$ cat config.mk
export PLATFORM = sky130hd
export DESIGN_NAME = out_ser
export DESIGN_NICKNAME = d
export VERILOG_FILES = /design/src/rtl/out_ser.sv
export SDC_FILE = /design/constraint.sdc
export NUM_CORES = 1
export LEC_CHECK = 0
export CORE_MARGIN = 5
export CORE_UTILIZATION = 57
export CTS_CLUSTER_DIAMETER = 30
export CTS_CLUSTER_SIZE = 24
export DETAILED_ROUTE_END_ITERATION = 16
export PLACE_DENSITY_LB_ADDON = 0.15
export SLEW_MARGIN = 15
export SYNTH_ARGS = -nofsm -noshare
export SYNTH_HDL_FRONTEND = slang
export SYNTH_SLANG_ARGS = --single-unit
$ cat constraint.sdc
create_clock -name clk -period 3.2 [get_ports clk]
set_input_delay 0.8 -clock clk [delete_from_list [all_inputs] [get_ports clk]]
set_output_delay 0.8 -clock clk [all_outputs]
set_load 0.02 [all_outputs]
$ cat src/rtl/out_ser.sv
// rtl/out_ser.sv - parallel-to-serial stage driving the registered output cell
// Words shift out one bit per (div+1) clocks; the line parks at its idle level between words.
module out_ser #(
  parameter int WIDTH     = 8,
  parameter int DIV_W     = 8,
  parameter int LSB_FIRST = 1,
  parameter int IDLE_HIGH = 1
) (
  input  logic             clk,
  input  logic             rst,
  input  logic [DIV_W-1:0] div,
  input  logic [WIDTH-1:0] in_data,
  input  logic             in_valid,
  output logic             in_ready,
  output logic             ser_data,
  output logic             ser_sel,
  output logic             ser_hold,
  output logic             busy
);

  localparam int CNT_W = (WIDTH > 2) ? $clog2(WIDTH) : 1;
  localparam logic [CNT_W-1:0] LAST_BIT = CNT_W'(WIDTH - 1);

  typedef enum logic {IDLE, SHIFT} state_t;

  state_t             state_q, state_d;
  logic [WIDTH-1:0]   sreg_q, sreg_d;
  logic [CNT_W-1:0]   bit_cnt_q, bit_cnt_d;
  logic [DIV_W-1:0]   div_cnt_q, div_cnt_d;
  logic [DIV_W-1:0]   div_lat_q, div_lat_d;
  logic               ser_data_q, ser_data_d;
  logic               ser_sel_q, ser_sel_d;
  logic               ser_hold_q, ser_hold_d;
  logic               busy_q, busy_d;
  logic               last_cycle;
  logic               accept;

  // Ready also on the final cycle of the last bit so words chain with no gap
  assign last_cycle = (state_q == SHIFT) && (div_cnt_q == '0) && (bit_cnt_q == LAST_BIT);
  assign in_ready   = !rst && ((state_q == IDLE) || last_cycle);
  assign accept     = in_valid && in_ready;

  always_comb begin
    state_d    = state_q;
    sreg_d     = sreg_q;
    bit_cnt_d  = bit_cnt_q;
    div_cnt_d  = div_cnt_q;
    div_lat_d  = div_lat_q;
    ser_data_d = ser_data_q;
    ser_sel_d  = 1'b0;
    ser_hold_d = ser_hold_q;
    busy_d     = busy_q;

    if (accept) begin
      state_d    = SHIFT;
      sreg_d     = in_data;
      bit_cnt_d  = '0;
      div_cnt_d  = div;
      div_lat_d  = div;
      ser_data_d = (LSB_FIRST != 0) ? in_data[0] : in_data[WIDTH-1];
      ser_sel_d  = 1'b1;
      ser_hold_d = 1'b0;
      busy_d     = 1'b1;
    end else if (state_q == SHIFT) begin
      if (div_cnt_q != '0) begin
        div_cnt_d = div_cnt_q - 1'b1;
      end else if (bit_cnt_q != LAST_BIT) begin
        bit_cnt_d = bit_cnt_q + 1'b1;
        div_cnt_d = div_lat_q;
        ser_sel_d = 1'b1;
        if (LSB_FIRST != 0) begin
          sreg_d     = {1'b0, sreg_q[WIDTH-1:1]};
          ser_data_d = sreg_q[1];
        end else begin
          sreg_d     = {sreg_q[WIDTH-2:0], 1'b0};
          ser_data_d = sreg_q[WIDTH-2];
        end
      end else begin
        state_d    = IDLE;
        busy_d     = 1'b0;
        ser_hold_d = (IDLE_HIGH != 0);
      end
    end else begin
      busy_d     = 1'b0;
      ser_hold_d = (IDLE_HIGH != 0);
    end
  end

  always_ff @(posedge clk) begin
    if (rst) begin
      state_q    <= IDLE;
      sreg_q     <= '0;
      bit_cnt_q  <= '0;
      div_cnt_q  <= '0;
      div_lat_q  <= '0;
      ser_data_q <= 1'b0;
      ser_sel_q  <= 1'b0;
      ser_hold_q <= 1'b0;
      busy_q     <= 1'b0;
    end else begin
      state_q    <= state_d;
      sreg_q     <= sreg_d;
      bit_cnt_q  <= bit_cnt_d;
      div_cnt_q  <= div_cnt_d;
      div_lat_q  <= div_lat_d;
      ser_data_q <= ser_data_d;
      ser_sel_q  <= ser_sel_d;
      ser_hold_q <= ser_hold_d;
      busy_q     <= busy_d;
    end
  end

  assign ser_data = ser_data_q;
  assign ser_sel  = ser_sel_q;
  assign ser_hold = ser_hold_q;
  assign busy     = busy_q;

endmodule
==> tab_implementation.tex <==
\begin{tabular}{lr}
\hline
Metric & Value \\
\hline
\multicolumn{2}{l}{\textbf{Finish}} \\
\quad Area occupied by registers & 621 um2 \\
\quad Count of inserted antenna diode cells & 0 \\
\quad Leading cell types in the layout, fill and taps excluded & sky130\_fd\_sc\_hd\_\_dfxtp\_1, sky130\_fd\_sc\_hd\_\_nand2\_1, sky130\_fd\_sc\_hd\_\_clkdlybuf4s50\_1 \\
\quad Total number of nets in the final design & 227 \\
\quad Share of layout cells above drive strength 1 & 0.122 \\
\quad Filler cell count & 207 \\
\quad Post-route core utilization & 0.720 \\
\quad Leading cell type in the layout, fill and taps excluded & sky130\_fd\_sc\_hd\_\_dfxtp\_1 \\
\quad Area of the multi-input gates & 868 um2 \\
\quad Area overhead of the layout relative to synthesis & 23.5\% \\
\multicolumn{2}{l}{\textbf{STA}} \\
\quad Fin. Hold Viols & 0 \\
\quad Number of setup violations in the final report & 0 \\
\quad Post-Route Setup TNS & 0 ps \\
\quad Tightest slew margin relative to the limit & 0.609 \\
\quad Worst-Margin Slew & 583 ps \\
\quad Max-slew violation count & 0 \\
\quad Unrepaired setup endpoints after global routing & false \\
\quad Shortest period the worst path allows & 2950 ps \\
\quad Final cycle utilization of the critical path & 0.921 \\
\quad FMAX & 339 MHz \\
\quad Clock tree skew after final layout & 8.10 ps \\
\multicolumn{2}{l}{\textbf{Power}} \\
\quad Total power divided by cell area & 536 nW/um2 \\
\quad Cell internal pwr & 0.763 mW \\
\quad Max IR drop VDD & 0.581 mV \\
\quad Clk network pwr share & 0.368 \\
\quad Lkg Pwr & 0.825 nW \\
\quad Fraction of power consumed by sequential logic & 0.426 \\
\quad NetSw & 0.274 mW \\
\quad Fraction of power spent switching nets & 0.264 \\
\quad Combinational share of power & 0.206 \\
\multicolumn{2}{l}{\textbf{Clock network}} \\
\quad Clock tree buffer depth & 2 \\
\quad Post-CTS setup-driven buffer insertion count & 0 \\
\quad Number of clock sinks seen by CTS & 31 \\
\quad Clock transition at the registers of the reported paths & 100 ps \\
\quad Root Buffer Master & sky130\_fd\_sc\_hd\_\_clkbuf\_4 \\
\quad Total of cells resized after clock tree synthesis & 0 \\
\quad Number of buffers created by CTS & 5 \\
\quad Depth of the CTS H-tree & 2 \\
\quad Clock tree from TritonCTS & yes \\
\quad Worst-Skew Late Latency & 330 ps \\
\quad Hold buffer count at CTS & 0 \\
\multicolumn{2}{l}{\textbf{Worst setup path}} \\
\quad Startpoint-to-endpoint class of the critical path & reg -> out \\
\quad WP data required & 2400 ps \\
\quad Crit Reg-Reg Endpoint & div\_cnt\_q[6]\$\_SDFFE\_PP0P\_ \\
\quad Crit end category & output pin \\
\quad Worst-case reg-to-reg path depth & 10 \\
\quad Maximum fanout along the worst path & 4 \\
\quad R2R setup slack & 980 ps \\
\quad WP data arrival & 2150 ps \\
\quad Worst setup SP type & flip-flop \\
\quad Reg-to-reg startpoint & div\_cnt\_q[0]\$\_SDFFE\_PP0P\_ \\
\multicolumn{2}{l}{\textbf{Worst hold path}} \\
\quad Classification of the worst-slack hold path & reg -> reg \\
\quad Capture endpoint of the worst hold path & busy\$\_SDFFE\_PP0P\_ \\
\quad Hold\_sp & busy\$\_SDFFE\_PP0P\_ \\
\quad Min-Delay Path Depth & 2 \\
\multicolumn{2}{l}{\textbf{Route}} \\
\quad Vias/cell & 5.62 \\
\quad Detailed Routing Iterations Pass 1 & 4 \\
\quad Via count of the routed design & 1326 \\
\quad Final routed DRC violation total & 0 \\
\quad Antenna Violating Nets Remaining & 0 \\
\quad Routed wire per std cell & 14.4 um \\
\quad Routed wire length & 3.39 mm \\
\quad DR iter-0 viols & 44 \\
\multicolumn{2}{l}{\textbf{Floorplanning}} \\
\quad Std cell rows & 19 \\
\quad Initial core utilization & 0.583 \\
\quad Total core area & 2690 um2 \\
\quad Horizontal die dimension & 62.4 um \\
\quad Area of the die & 3900 um2 \\
\quad Die extent in y & 62.4 um \\
\quad Top-level port count & 24 \\
\multicolumn{2}{l}{\textbf{Synthesis}} \\
\quad Avg Cell Area, Syn & 8.80 um2 \\
\quad Netlist Area Pre-Place & 1570 um2 \\
\quad Post-synth top flop & sky130\_fd\_sc\_hd\_\_dfxtp\_1 \\
\quad Share of the yosys chip area belonging to registers & 0.396 \\
\quad Number of synthesized flops with an enable pin & 0 \\
\quad Synth Net Count & 201 \\
\quad Synth cell types & 34 \\
\quad Synth warnings & 0 \\
\quad Number of synthesized register bits & 31 \\
\quad FFs w/ async S/R, synth & 0 \\
\quad Synthesized instance count & 178 \\
\multicolumn{2}{l}{\textbf{Placement}} \\
\quad Port-buffer cells & 23 \\
\quad HPWL Detailed & 2.36 mm \\
\quad Last weighted congestion value of the routability-driven placer & 0.813 \\
\multicolumn{2}{l}{\textbf{GRT}} \\
\quad Antenna violations before repair & 0 \\
\quad Global-route congestion overflow total & 0 \\
\quad All-Layer GR Usage & 0.186 \\
\quad Number of global-route vias before repair & 1301 \\
\quad Maximum number of pins on one net before global-route repair & 31 \\
\quad First-pass GRT wire length & 5.89 mm \\
\multicolumn{2}{l}{\textbf{Outcome}} \\
\quad Outcome & finished, final reports clean \\
\multicolumn{2}{l}{\textbf{Job}} \\
\quad Number of maximum-capacitance violations & 0 \\
\hline
\end{tabular}
==> Yosys cell counts, types with 4 or more instances <==
library cell	count	area share
sky130_fd_sc_hd__a211oi_1	8	0.038
sky130_fd_sc_hd__a211oi_2	7	0.056
sky130_fd_sc_hd__a21oi_1	9	0.029
sky130_fd_sc_hd__clkbuf_1	7	0.017
sky130_fd_sc_hd__dfxtp_1	31	0.40
sky130_fd_sc_hd__ha_1	4	0.032
sky130_fd_sc_hd__inv_1	5	0.012
sky130_fd_sc_hd__mux2i_1	11	0.070
sky130_fd_sc_hd__nand2_1	27	0.065
sky130_fd_sc_hd__nand2b_1	4	0.016
sky130_fd_sc_hd__nand3b_1	5	0.024
sky130_fd_sc_hd__nor2_1	18	0.043
sky130_fd_sc_hd__nor3b_1	4	0.019
sky130_fd_sc_hd__o21ai_0	8	0.026
==> power groups by stage <==
stage          clock network, mW  logic, mW  registers (mW)
2_1_floorplan                  0      0.144           0.448
3_3_place_gp                   0      0.202           0.448
3_5_place_dp                   0      0.211           0.450
4_1_cts                    0.390      0.215           0.441
5_1_grt                    0.412      0.240           0.446
6_report                   0.381      0.214           0.441
==> state kept, by name (all words and copies together) (netlist names) <==
name / flops
div_cnt_q: 8
div_lat_q: 8
sreg_q: 8
bit_cnt_q: 3
busy: 1
ser_hold: 1
ser_sel: 1
state_q: 1
==> critical path: stages (launching register included) <==
cell and delay [ps]:
sky130_fd_sc_hd__dfxtp_1 330, sky130_fd_sc_hd__inv_1 100, sky130_fd_sc_hd__ha_1 190, sky130_fd_sc_hd__nor3b_1 190, sky130_fd_sc_hd__buf_4 150, sky130_fd_sc_hd__a31oi_1 100, sky130_fd_sc_hd__nor2_1 120, sky130_fd_sc_hd__clkdlybuf4s50_1 620
==> how the worst max path moves through the flow <==
stage	from	to	slack, ps	depth (start not counted)
after global placement	rst	in_ready	390	3
after detailed placement	rst	in_ready	420	3
after global routing	div_cnt_q[1]$_SDFFE_PP0P_	in_ready	0.1	7
after CTS	div_cnt_q[0]$_SDFFE_PP0P_	in_ready	220	7
final	div_cnt_q[0]$_SDFFE_PP0P_	in_ready	250	7
after floorplan	div_cnt_q[0]$_SDFFE_PP0P_	in_ready	830	6
==> layout make-up <==
class | instances | area share
clock inverters | 3 | 0.0349
clock buffers | 5 | 0.0194
inverters | 5 | 0.00970
flip-flops and latches | 31 | 0.321
multi-input cells | 131 | 0.449
well taps | 31 | 0.0201
repair buffers | 30 | 0.146
==> stage by stage <==
step / power, mW / instance area (um2) / std cells / hold WS, ps / setup slack (ps)
6_report: 1.04 / 1930 / 236 / 467 / 254
5_1_grt: 1.10 / 1930 / 236 / 503 / 0.0959
4_1_cts: 1.05 / 1930 / 236 / 470 / 223
3_5_place_dp: 0.660 / 1830 / 228 / 454 / 416
3_3_place_gp: 0.650 / 1830 / 228 / 454 / 393
2_1_floorplan: 0.592 / 1570 / 178 / 445 / 828
==> routing by layer <==
layer / global-route usage / wire length [um] / vias up
li1: - / - / 684
met1: 0.224 / 1560 / 614
met2: 0.295 / 1620 / 21
met3: 0.0719 / 152 / 7
met4: 0.0769 / 63 / 0
met5: 0 / 0 / -
==> cells by family after synthesis <==
group / count (synthesis) / synth area share
buffers and inverters: 16 / 0.0495
xor gates and xnor gates: 4 / 0.0224
AOI/OAI and AO/OA: 43 / 0.208
and+or+nand+nor: 69 / 0.221
adders and majority gates: 4 / 0.0320
muxes: 11 / 0.0703
DFF: 31 / 0.396
No activity file was read; power rests on OpenSTA's default activity.
